File: src/rtl/v_rams_frame_ctrl_if.sv
// Valid/ready word stream with an end-of-frame marker.
// The master drives valid/data/last; the slave returns ready.
interface v_rams_frame_ctrl_if #(
  parameter int DW = 16
);
  logic          valid;
  logic          ready;
  logic [DW-1:0] data;
  logic          last;

  modport master (output valid, output data, output last, input ready);
  modport slave  (input valid, input data, input last, output ready);
endinterface

File: src/rtl/v_rams_frame_ctrl.sv
// Frame buffer in front of a single-port RAM: fill until end-of-frame, one PRIME cycle, then drain in order.
// 2-cycle latency from the closing word to the first output word; output stalls freeze the RAM read address.
module v_rams_frame_ctrl #(
  parameter int AW    = 6,
  parameter int DW    = 16,
  parameter int DEPTH = 2**AW
) (
  input  logic                clk,
  input  logic                rst,
  v_rams_frame_ctrl_if.slave  in_stream,
  v_rams_frame_ctrl_if.master out_stream,
  output logic [AW:0]         frame_len,
  output logic                ram_en,
  output logic                ram_we,
  output logic [AW-1:0]       ram_addr,
  output logic [DW-1:0]       ram_di,
  input  logic [DW-1:0]       ram_do
);

  localparam logic [1:0] FILL  = 2'd0;
  localparam logic [1:0] PRIME = 2'd1;
  localparam logic [1:0] DRAIN = 2'd2;

  localparam logic [AW:0]   LAST_IDX = (AW+1)'(DEPTH - 1);
  localparam logic [AW:0]   ONE_W    = (AW+1)'(1);
  localparam logic [AW-1:0] ONE_R    = AW'(1);

  logic [1:0]    state;
  logic [AW:0]   wr_ptr;
  logic [AW-1:0] rd_ptr;

  logic in_fill;
  logic in_prime;
  logic in_drain;
  logic fill_acc;
  logic frame_close;
  logic drain_last;

  // Outputs are gated with rst so they drop the moment reset asserts.
  assign in_fill     = (state == FILL)  && !rst;
  assign in_prime    = (state == PRIME) && !rst;
  assign in_drain    = (state == DRAIN) && !rst;
  assign fill_acc    = in_fill && in_stream.valid;
  assign frame_close = in_stream.last || (wr_ptr == LAST_IDX);
  assign drain_last  = in_drain && ({1'b0, rd_ptr} == (frame_len - ONE_W));

  assign in_stream.ready  = in_fill;
  assign out_stream.valid = in_drain;
  assign out_stream.last  = drain_last;
  assign out_stream.data  = ram_do;

  always_comb begin
    ram_en   = 1'b0;
    ram_we   = 1'b0;
    ram_addr = '0;
    ram_di   = '0;
    if (fill_acc) begin
      ram_en   = 1'b1;
      ram_we   = 1'b1;
      ram_addr = wr_ptr[AW-1:0];
      ram_di   = in_stream.data;
    end else if (in_prime) begin
      ram_en   = 1'b1;
    end else if (in_drain && out_stream.ready && !drain_last) begin
      // Advance the registered read address only on a handshake.
      ram_en   = 1'b1;
      ram_addr = rd_ptr + ONE_R;
    end
  end

  always_ff @(posedge clk or posedge rst) begin
    if (rst) begin
      state     <= FILL;
      wr_ptr    <= '0;
      rd_ptr    <= '0;
      frame_len <= '0;
    end else begin
      case (state)
        FILL: begin
          if (fill_acc) begin
            wr_ptr <= wr_ptr + ONE_W;
            if (frame_close) begin
              frame_len <= wr_ptr + ONE_W;
              state     <= PRIME;
            end
          end
        end
        PRIME: begin
          rd_ptr <= '0;
          state  <= DRAIN;
        end
        DRAIN: begin
          if (out_stream.ready) begin
            if (drain_last) begin
              wr_ptr <= '0;
              state  <= FILL;
            end else begin
              rd_ptr <= rd_ptr + ONE_R;
            end
          end
        end
        default: state <= FILL;
      endcase
    end
  end

endmodule
File: src/flat_wrapper.sv
// flat-port wrapper written by rule: the top's interface ports become plain ports
module v_rams_frame_ctrl_flat 
#(
  parameter int AW    = 6,
  parameter int DW    = 16,
  parameter int DEPTH = 2**AW
)
  (clk, rst, frame_len, ram_en, ram_we, ram_addr, ram_di, ram_do, in_stream_valid, in_stream_data, in_stream_last, in_stream_ready, out_stream_valid, out_stream_data, out_stream_last, out_stream_ready);
  v_rams_frame_ctrl_if #(.DW(DW)) in_stream_i ();
  v_rams_frame_ctrl_if #(.DW(DW)) out_stream_i ();
  input  logic clk;
  input  logic rst;
  output logic [AW:0] frame_len;
  output logic ram_en;
  output logic ram_we;
  output logic [AW-1:0] ram_addr;
  output logic [DW-1:0] ram_di;
  input  logic [DW-1:0] ram_do;
  input wire logic [$bits(in_stream_i.valid)-1:0] in_stream_valid;
  input wire logic [$bits(in_stream_i.data)-1:0] in_stream_data;
  input wire logic [$bits(in_stream_i.last)-1:0] in_stream_last;
  output wire logic [$bits(in_stream_i.ready)-1:0] in_stream_ready;
  output wire logic [$bits(out_stream_i.valid)-1:0] out_stream_valid;
  output wire logic [$bits(out_stream_i.data)-1:0] out_stream_data;
  output wire logic [$bits(out_stream_i.last)-1:0] out_stream_last;
  input wire logic [$bits(out_stream_i.ready)-1:0] out_stream_ready;
  assign in_stream_i.valid = in_stream_valid;
  assign in_stream_i.data = in_stream_data;
  assign in_stream_i.last = in_stream_last;
  assign in_stream_ready = in_stream_i.ready;
  assign out_stream_valid = out_stream_i.valid;
  assign out_stream_data = out_stream_i.data;
  assign out_stream_last = out_stream_i.last;
  assign out_stream_i.ready = out_stream_ready;
  v_rams_frame_ctrl #(.AW(AW), .DW(DW), .DEPTH(DEPTH)) u_core (.clk(clk), .rst(rst), .in_stream(in_stream_i), .out_stream(out_stream_i), .frame_len(frame_len), .ram_en(ram_en), .ram_we(ram_we), .ram_addr(ram_addr), .ram_di(ram_di), .ram_do(ram_do));
endmodule
File: config.mk
export PLATFORM = sky130hd
export DESIGN_NAME = v_rams_frame_ctrl_flat
export DESIGN_NICKNAME = d
export VERILOG_FILES = /design/src/rtl/v_rams_frame_ctrl_if.sv /design/src/rtl/v_rams_frame_ctrl.sv /design/src/flat_wrapper.sv
export SDC_FILE = /design/constraint.sdc
export NUM_CORES = 1
export LEC_CHECK = 0
export ABC_CLOCK_PERIOD_IN_PS = 3500
export CAP_MARGIN = 20
export CORE_UTILIZATION = 39
export CTS_CLUSTER_SIZE = 20
export DETAILED_ROUTE_END_ITERATION = 8
export PLACE_DENSITY = 0.8
export SLEW_MARGIN = 20
export SYNTH_ARGS = -nofsm -noshare
export SYNTH_HDL_FRONTEND = slang
export SYNTH_SLANG_ARGS = --single-unit
File: constraint.sdc
create_clock -name clk -period 3.5 [get_ports clk]
set_input_delay 0.35 -clock clk [delete_from_list [all_inputs] [get_ports clk]]
set_output_delay 0.35 -clock clk [all_outputs]
set_load 0.005 [all_outputs]
==> impl_metrics.py, run 1 <==
metrics = {
    "global_routing": {
        "antenna_found_initial": 0,
        "grt_overflow": 0,
        "grt_max_degree": 23,
        "grt_pass1_wl_um": 6640,
        "grt_pass1_vias": 1449,
        "grt_usage_pct": 19.9,
    },
    "yosys": {
        "synth_fa_ha_area_share_pct": 2.32,
        "yosys.area_share.simple_pct": 21.6,
        "synth_nets": 220,
        "synth_top_family_by_area": "simple AND/OR/NAND/NOR gates",
        "syn_inst": 180,
        "synth_top_area_cell": "dfrtp_1",
        "ys_types": 41,
        "ys_warn_count": 0,
        "synth_seq_cells": 22,
        "synthTopCellsByArea": "dfrtp_1 (34%), buf_4 (7.4%), and3_1 (6.9%)",
        "seq_area_frac_synth_pct": 34.0,
        "synth_compound_area_share_pct": 14.0,
        "synth_top_area_share_pct": 34.0,
        "ys.flop_type": "dfrtp_1",
        "synth_edf_count": 0,
        "synth-xor-area-share_pct": 12.3,
        "synthMuxAreaShare_pct": 4.63,
        "syn_area_per_cell_um2": 9.00,
        "syn-cell-area_um2": 1620,
        "async_reset_ff_share_pct": 100,
    },
    "worst_setup_path": {
        "reg2reg_depth": 7,
        "critPathKind": "flip-flop to output pin",
        "worstPathRequired_ns": 3.15,
        "end_kind": "output pin",
        "cp-start-kind": "flip-flop",
        "cp.arrival_ns": 3.01,
        "cp_max_fo": 8,
    },
    "route": {
        "via_count": 1461,
        "wire_per_inst_um": 15.1,
        "drc": 0,
        "drtPass1Iterations": 4,
        "routed_wl_um": 4070,
        "vias_per_cell": 5.43,
        "drt-initial-drc-count": 50,
        "drtAntennaViolNets": 0,
    },
    "timing": {
        "skew_ns": 0.00437,
        "hold_viol": 0,
        "slew_viol_final": 0,
        "setup_viol": 0,
        "fin_crit_ns": 3.36,
        "max-slew-margin-rel_pct": 42.7,
        "max_freq_mhz": 298,
        "fin_ws_ns": 0.143,
        "final.setup.tns_ns": 0,
        "fin_crit_sh_pct": 95.9,
        "worstMarginPinSlew_ns": 0.854,
    },
    "clocking": {
        "clk_latency_ns": 0.27,
        "clock-sinks": 22,
        "root_buffer": "clkbuf_8",
        "cts_buffers": 3,
        "clk_path_buf_depth": 2,
        "cts_tree": "built",
        "htreeDepth": 1,
        "clk_pin_slew_worst_paths_ns": 0.08,
        "hold_buffers": 0,
    },
    "floorplanning": {
        "fp-row-count": 23,
        "io_pins": 87,
        "initial_core_util_pct": 40.5,
        "die-width_um": 66.5,
        "dieArea_um2": 4420,
        "coreArea_um2": 4000,
        "die_h_um": 66.5,
    },
    "placed_design": {
        "hpwl_um": 3110,
        "dpl_cell_area_um2": 2090,
        "gp_congestion": 0.893,
        "placed_cells": 265,
        "io_buffers": 54,
        "pre_cts_slack_ns": 0.212,
    },
    "hold_path": {
        "hold_path.class": "flip-flop to flip-flop",
        "hold_depth": 1,
    },
    "power_and_ir_drop": {
        "peakVddDrop_mv": 0.207,
        "total_power_w": 0.00149,
        "power.leakage_nw": 0.953,
        "pwr_density_cell_nw_per_um2": 689,
    },
    "status": {
        "outcome": "finished clean",
    },
    "cells_and_area": {
        "n_antenna_cell": 0,
        "area_delta_synth_final_pct": 33.8,
        "postLayoutCellArea_um2": 2170,
        "drive_above_1_share_pct": 6.39,
        "stdcell_count": 269,
        "final_nets": 260,
    },
    "flow_run": {
        "drv_cap": 0,
    },
}
cells by family (layout without fill, tap and decap cells):
kind of cell | count (synthesis) | after routing
compound gates | 32 | 32
xor+xnor | 21 | 21
fa+ha+maj | 3 | 3
buf+inv | 30 | 69
flops | 22 | 22
mux | 7 | 7
simple gates | 65 | 65
repair_timing:
item	in CTS	in global routing
hold endpoints to repair	0	0
gates resized for setup	0	4
setup endpoints to repair	0	7
buffers inserted	0	0
stage by stage:
stage,hold WS [ns],util [%]
finish,0.583,54.2
global route,0.601,54.2
CTS,0.568,54.1
floorplan,0.339,-
global placement,0.554,52.3
detailed placement,0.558,52.3
critical path, stage by stage, from the launching register on:
cell	delay, ns
dfrtp_1	0.43
inv_1	0.12
ha_1	0.24
or4b_1	0.48
o32ai_1	0.29
or4_4	0.24
o21ai_0	0.15
o21ai_0	0.26
clkdlybuf4s50_1	0.54
final timing paths:
path | from | endpoint | slack (ns)
worst max-delay path | u_core.frame_len[0]$_DFFE_PP0P_ | ram_addr[3] | 0.14
worst min-delay path | u_core.wr_ptr[0]$_DFFE_PP0P_ | u_core.frame_len[0]$_DFFE_PP0P_ | 0.58
worst max register to register | u_core.frame_len[0]$_DFFE_PP0P_ | u_core.state[1]$_DFFE_PP0P_ | 1.08
worst min register to register | u_core.wr_ptr[0]$_DFFE_PP0P_ | u_core.frame_len[0]$_DFFE_PP0P_ | 0.58
max in group asynchronous | rst | u_core.frame_len[6]$_DFFE_PP0P_ | 2.29
min in group asynchronous | rst | u_core.state[1]$_DFFE_PP0P_ | 0.68
Yosys cell counts, types with 3 or more instances:
cell and instances:
dfrtp_1 22, nand2_1 16, mux2i_1 3, ha_1 3
nand3_1 5, buf_4 16, clkbuf_1 3, mux2_2 4
and3_1 18, o2bb2ai_1 4, a32o_1 6, o21ai_0 9
xnor2_1 12, nor2_1 11, o21ai_1 3, inv_1 8
xor2_1 8
cells in the final DEF (no fill, tap or decap), drive strengths merged, types with 5 or more instances in the layout:
cell type / n
clkdlybuf4s50: 54
dfrtp: 22
and3: 18
nand2: 16
xnor2: 12
o21ai: 12
nor2: 11
xor2: 8
inv: 8
a32o: 6
nand3: 5
where the power goes:
part           internal, W  leakage, nW  switching [W]  total (W)
registers         0.000351        0.285       0.000162   0.000513
logic             0.000422        0.633       0.000322   0.000744
clock network     0.000153       0.0357      0.0000843   0.000237
sequential cells by signal, indices dropped and copies added, names as in the netlist:
| signal | flops |
|---|---|
| u_core.rd_ptr | 6 |
| u_core.frame_len | 7 |
| u_core.state | 2 |
| u_core.wr_ptr | 7 |
metal layers:
layer	vias up	global-route usage, %	routed length, um	part of all wire, %
met5	-	0	0	0
met4	0	9.84	103	2.5
met3	11	2.57	234	5.7
met2	53	31.8	1930	47
met1	705	26.2	1800	44
li1	692	-	-	-
area by class of cell:
| class | instances | area [um^2] |
|---|---|---|
| Fill cell | 393 | 1830 |
| Multi-Input combinational cell | 128 | 895 |
| Timing Repair Buffer | 56 | 556 |
| Sequential cell | 22 | 551 |
| Tap cell | 50 | 62.6 |
| Clock buffer | 3 | 41.3 |
| Inverter | 9 | 33.8 |
| Clock inverter | 1 | 30.0 |
(Power assumes the default switching activity.)
==> run 2, diff against run 1 <==
--- a/config.mk
+++ b/config.mk
@@ -7,6 +7,7 @@
 export LEC_CHECK = 0
 export ABC_CLOCK_PERIOD_IN_PS = 3500
 export CAP_MARGIN = 20
+export CORE_MARGIN = 10
 export CORE_UTILIZATION = 39
 export CTS_CLUSTER_SIZE = 20
 export DETAILED_ROUTE_END_ITERATION = 8
==> impl_metrics.py, run 2 (synthesis results as in run 1) <==
metrics = {
    "status": {
        "outcome": "finished clean",
    },
    "power_and_ir_drop": {
        "peakVddDrop_mv": 0.295,
        "pwr_density_cell_nw_per_um2": 675,
        "total_power_w": 0.00145,
        "power.leakage_nw": 0.945,
    },
    "clocking": {
        "htreeDepth": 1,
        "cts_tree": "built",
        "clk_latency_ns": 0.26,
        "cts_buffers": 3,
        "root_buffer": "clkbuf_8",
        "clk_pin_slew_worst_paths_ns": 0.08,
        "clock-sinks": 22,
        "hold_buffers": 0,
        "clk_path_buf_depth": 2,
    },
    "cells_and_area": {
        "drive_above_1_share_pct": 6.85,
        "area_delta_synth_final_pct": 33.0,
        "final_cell_mix": "clkdlybuf4s50_1 (54), dfrtp_1 (22), and3_1 (18)",
        "n_antenna_cell": 0,
        "final_nets": 260,
        "layout_commonest_cell": "clkdlybuf4s50_1",
        "reg_top3": "u_core.frame_len (7), u_core.wr_ptr (7), u_core.rd_ptr (6)",
        "nFillCells": 385,
    },
    "route": {
        "drc": 0,
        "vias_per_cell": 5.42,
        "drtAntennaViolNets": 0,
        "via_count": 1458,
        "drt-initial-drc-count": 97,
        "drtPass1Iterations": 4,
        "wire_per_inst_um": 17.5,
        "routed_wl_um": 4710,
    },
    "timing": {
        "rsz0062_at_grt": "no",
        "fin_crit_sh_pct": 96.0,
        "worstMarginPinSlew_ns": 0.854,
        "fin_ws_ns": 0.141,
        "skew_ns": 0.00221,
        "setup_viol": 0,
        "final.setup.tns_ns": 0,
        "slew_viol_final": 0,
        "hold_viol": 0,
        "max-slew-margin-rel_pct": 43.0,
        "max_freq_mhz": 298,
        "fin_crit_ns": 3.36,
    },
    "worst_setup_path": {
        "cp_max_fo": 8,
        "worstPathRequired_ns": 3.15,
        "cp.arrival_ns": 3.01,
        "critPathKind": "flip-flop to output pin",
        "end_kind": "output pin",
        "cp-start-kind": "flip-flop",
    },
    "floorplanning": {
        "coreArea_um2": 4000,
        "dieArea_um2": 7130,
        "die_h_um": 84.5,
        "die-width_um": 84.5,
        "fp-row-count": 23,
        "initial_core_util_pct": 40.5,
        "io_pins": 87,
    },
    "global_routing": {
        "grt_pass1_wl_um": 7530,
        "grt_pass1_vias": 1440,
        "grt_usage_pct": 12.5,
        "grtUsageMet3_pct": 3.48,
        "grt_use_met1_pct": 14.8,
        "grt_max_degree": 23,
        "grt_busiest_layer": "met2",
        "use_met2_pct": 21.0,
        "grt_overflow": 0,
        "antenna_found_initial": 0,
    },
    "placed_design": {
        "hpwl_um": 3810,
        "io_buffers": 54,
        "pre_cts_slack_ns": 0.205,
        "gp_congestion": 0.906,
    },
    "flow_run": {
        "drv_cap": 0,
    },
    "hold_path": {
        "hold_path.class": "flip-flop to flip-flop",
    },
}
[run 2: cell count changes in the layout (fill, tap and decap cells not counted)]
cell	change
bufinv_16	-1
clkbuf_8	+1
o21ai_0	+2
ha_1	-1
ha_2	+1
o21ai_1	-2
[run 2: worst max-delay path: stages (launching register included)]
cell,delay (ns)
dfrtp_1,0.43
inv_1,0.12
ha_2,0.23
or4b_1,0.48
o32ai_1,0.28
or4_4,0.24
o21ai_0,0.14
o21ai_0,0.27
clkdlybuf4s50_1,0.55
[run 2: through the flow]
| step | utilization [%] | cells | hold slack, ns | cell area [um^2] |
|---|---|---|---|---|
| after global placement | 52.3 | 265 | 0.552 | 2090 |
| after global routing | 53.9 | 269 | 0.603 | 2150 |
| after floorplan | - | 180 | 0.339 | 1620 |
| after CTS | 53.7 | 269 | 0.584 | 2150 |
| after detailed placement | 52.3 | 265 | 0.573 | 2090 |
| final | 53.9 | 269 | 0.592 | 2150 |
[run 2: what timing repair did]
item                                    in CTS  in global routing
hold endpoints to repair                     0                  0
gates resized for setup                      1                  2
endpoints found under the setup margin       1                  5
buffers inserted                             0                  0
[run 2: final timing paths]
kind                                                      start                               to  slack [ns]  cells past startpoint
min in group asynchronous                                   rst     u_core.wr_ptr[4]$_DFFE_PP0P_        0.70                      2
worst min register to register  u_core.frame_len[1]$_DFFE_PP0P_  u_core.frame_len[1]$_DFFE_PP0P_        0.59                      1
max in group asynchronous                                   rst  u_core.frame_len[4]$_DFFE_PP0P_        2.28                      2
worst min-delay path            u_core.frame_len[1]$_DFFE_PP0P_  u_core.frame_len[1]$_DFFE_PP0P_        0.59                      1
worst max-delay path            u_core.frame_len[0]$_DFFE_PP0P_                      ram_addr[3]        0.14                      8
worst max register to register  u_core.frame_len[0]$_DFFE_PP0P_      u_core.state[1]$_DFFE_PP0P_        1.10                      7
[run 2: layer usage]
metal | up-vias | wire, um
li1 | 693 | -
met1 | 706 | 1940
met2 | 53 | 2380
met3 | 6 | 331
met4 | 0 | 60
met5 | - | 0
[run 2: layout make-up]
class	count	area (um^2)	share of cell area [%]
Sequential cell	22	551	25.6
Clock buffer	4	55.1	2.56
Inverter	9	33.8	1.57
Timing Repair Buffer	56	556	25.8
Multi-Input combinational cell	128	897	41.6
Tap cell	50	62.6	2.90
[run 2: report_power, final]
part | switching (W) | internal, W | total, W
Combinational | 0.000332 | 0.000425 | 0.000757
Clock | 0.0000834 | 0.000100 | 0.000184
Sequential | 0.000162 | 0.000351 | 0.000514
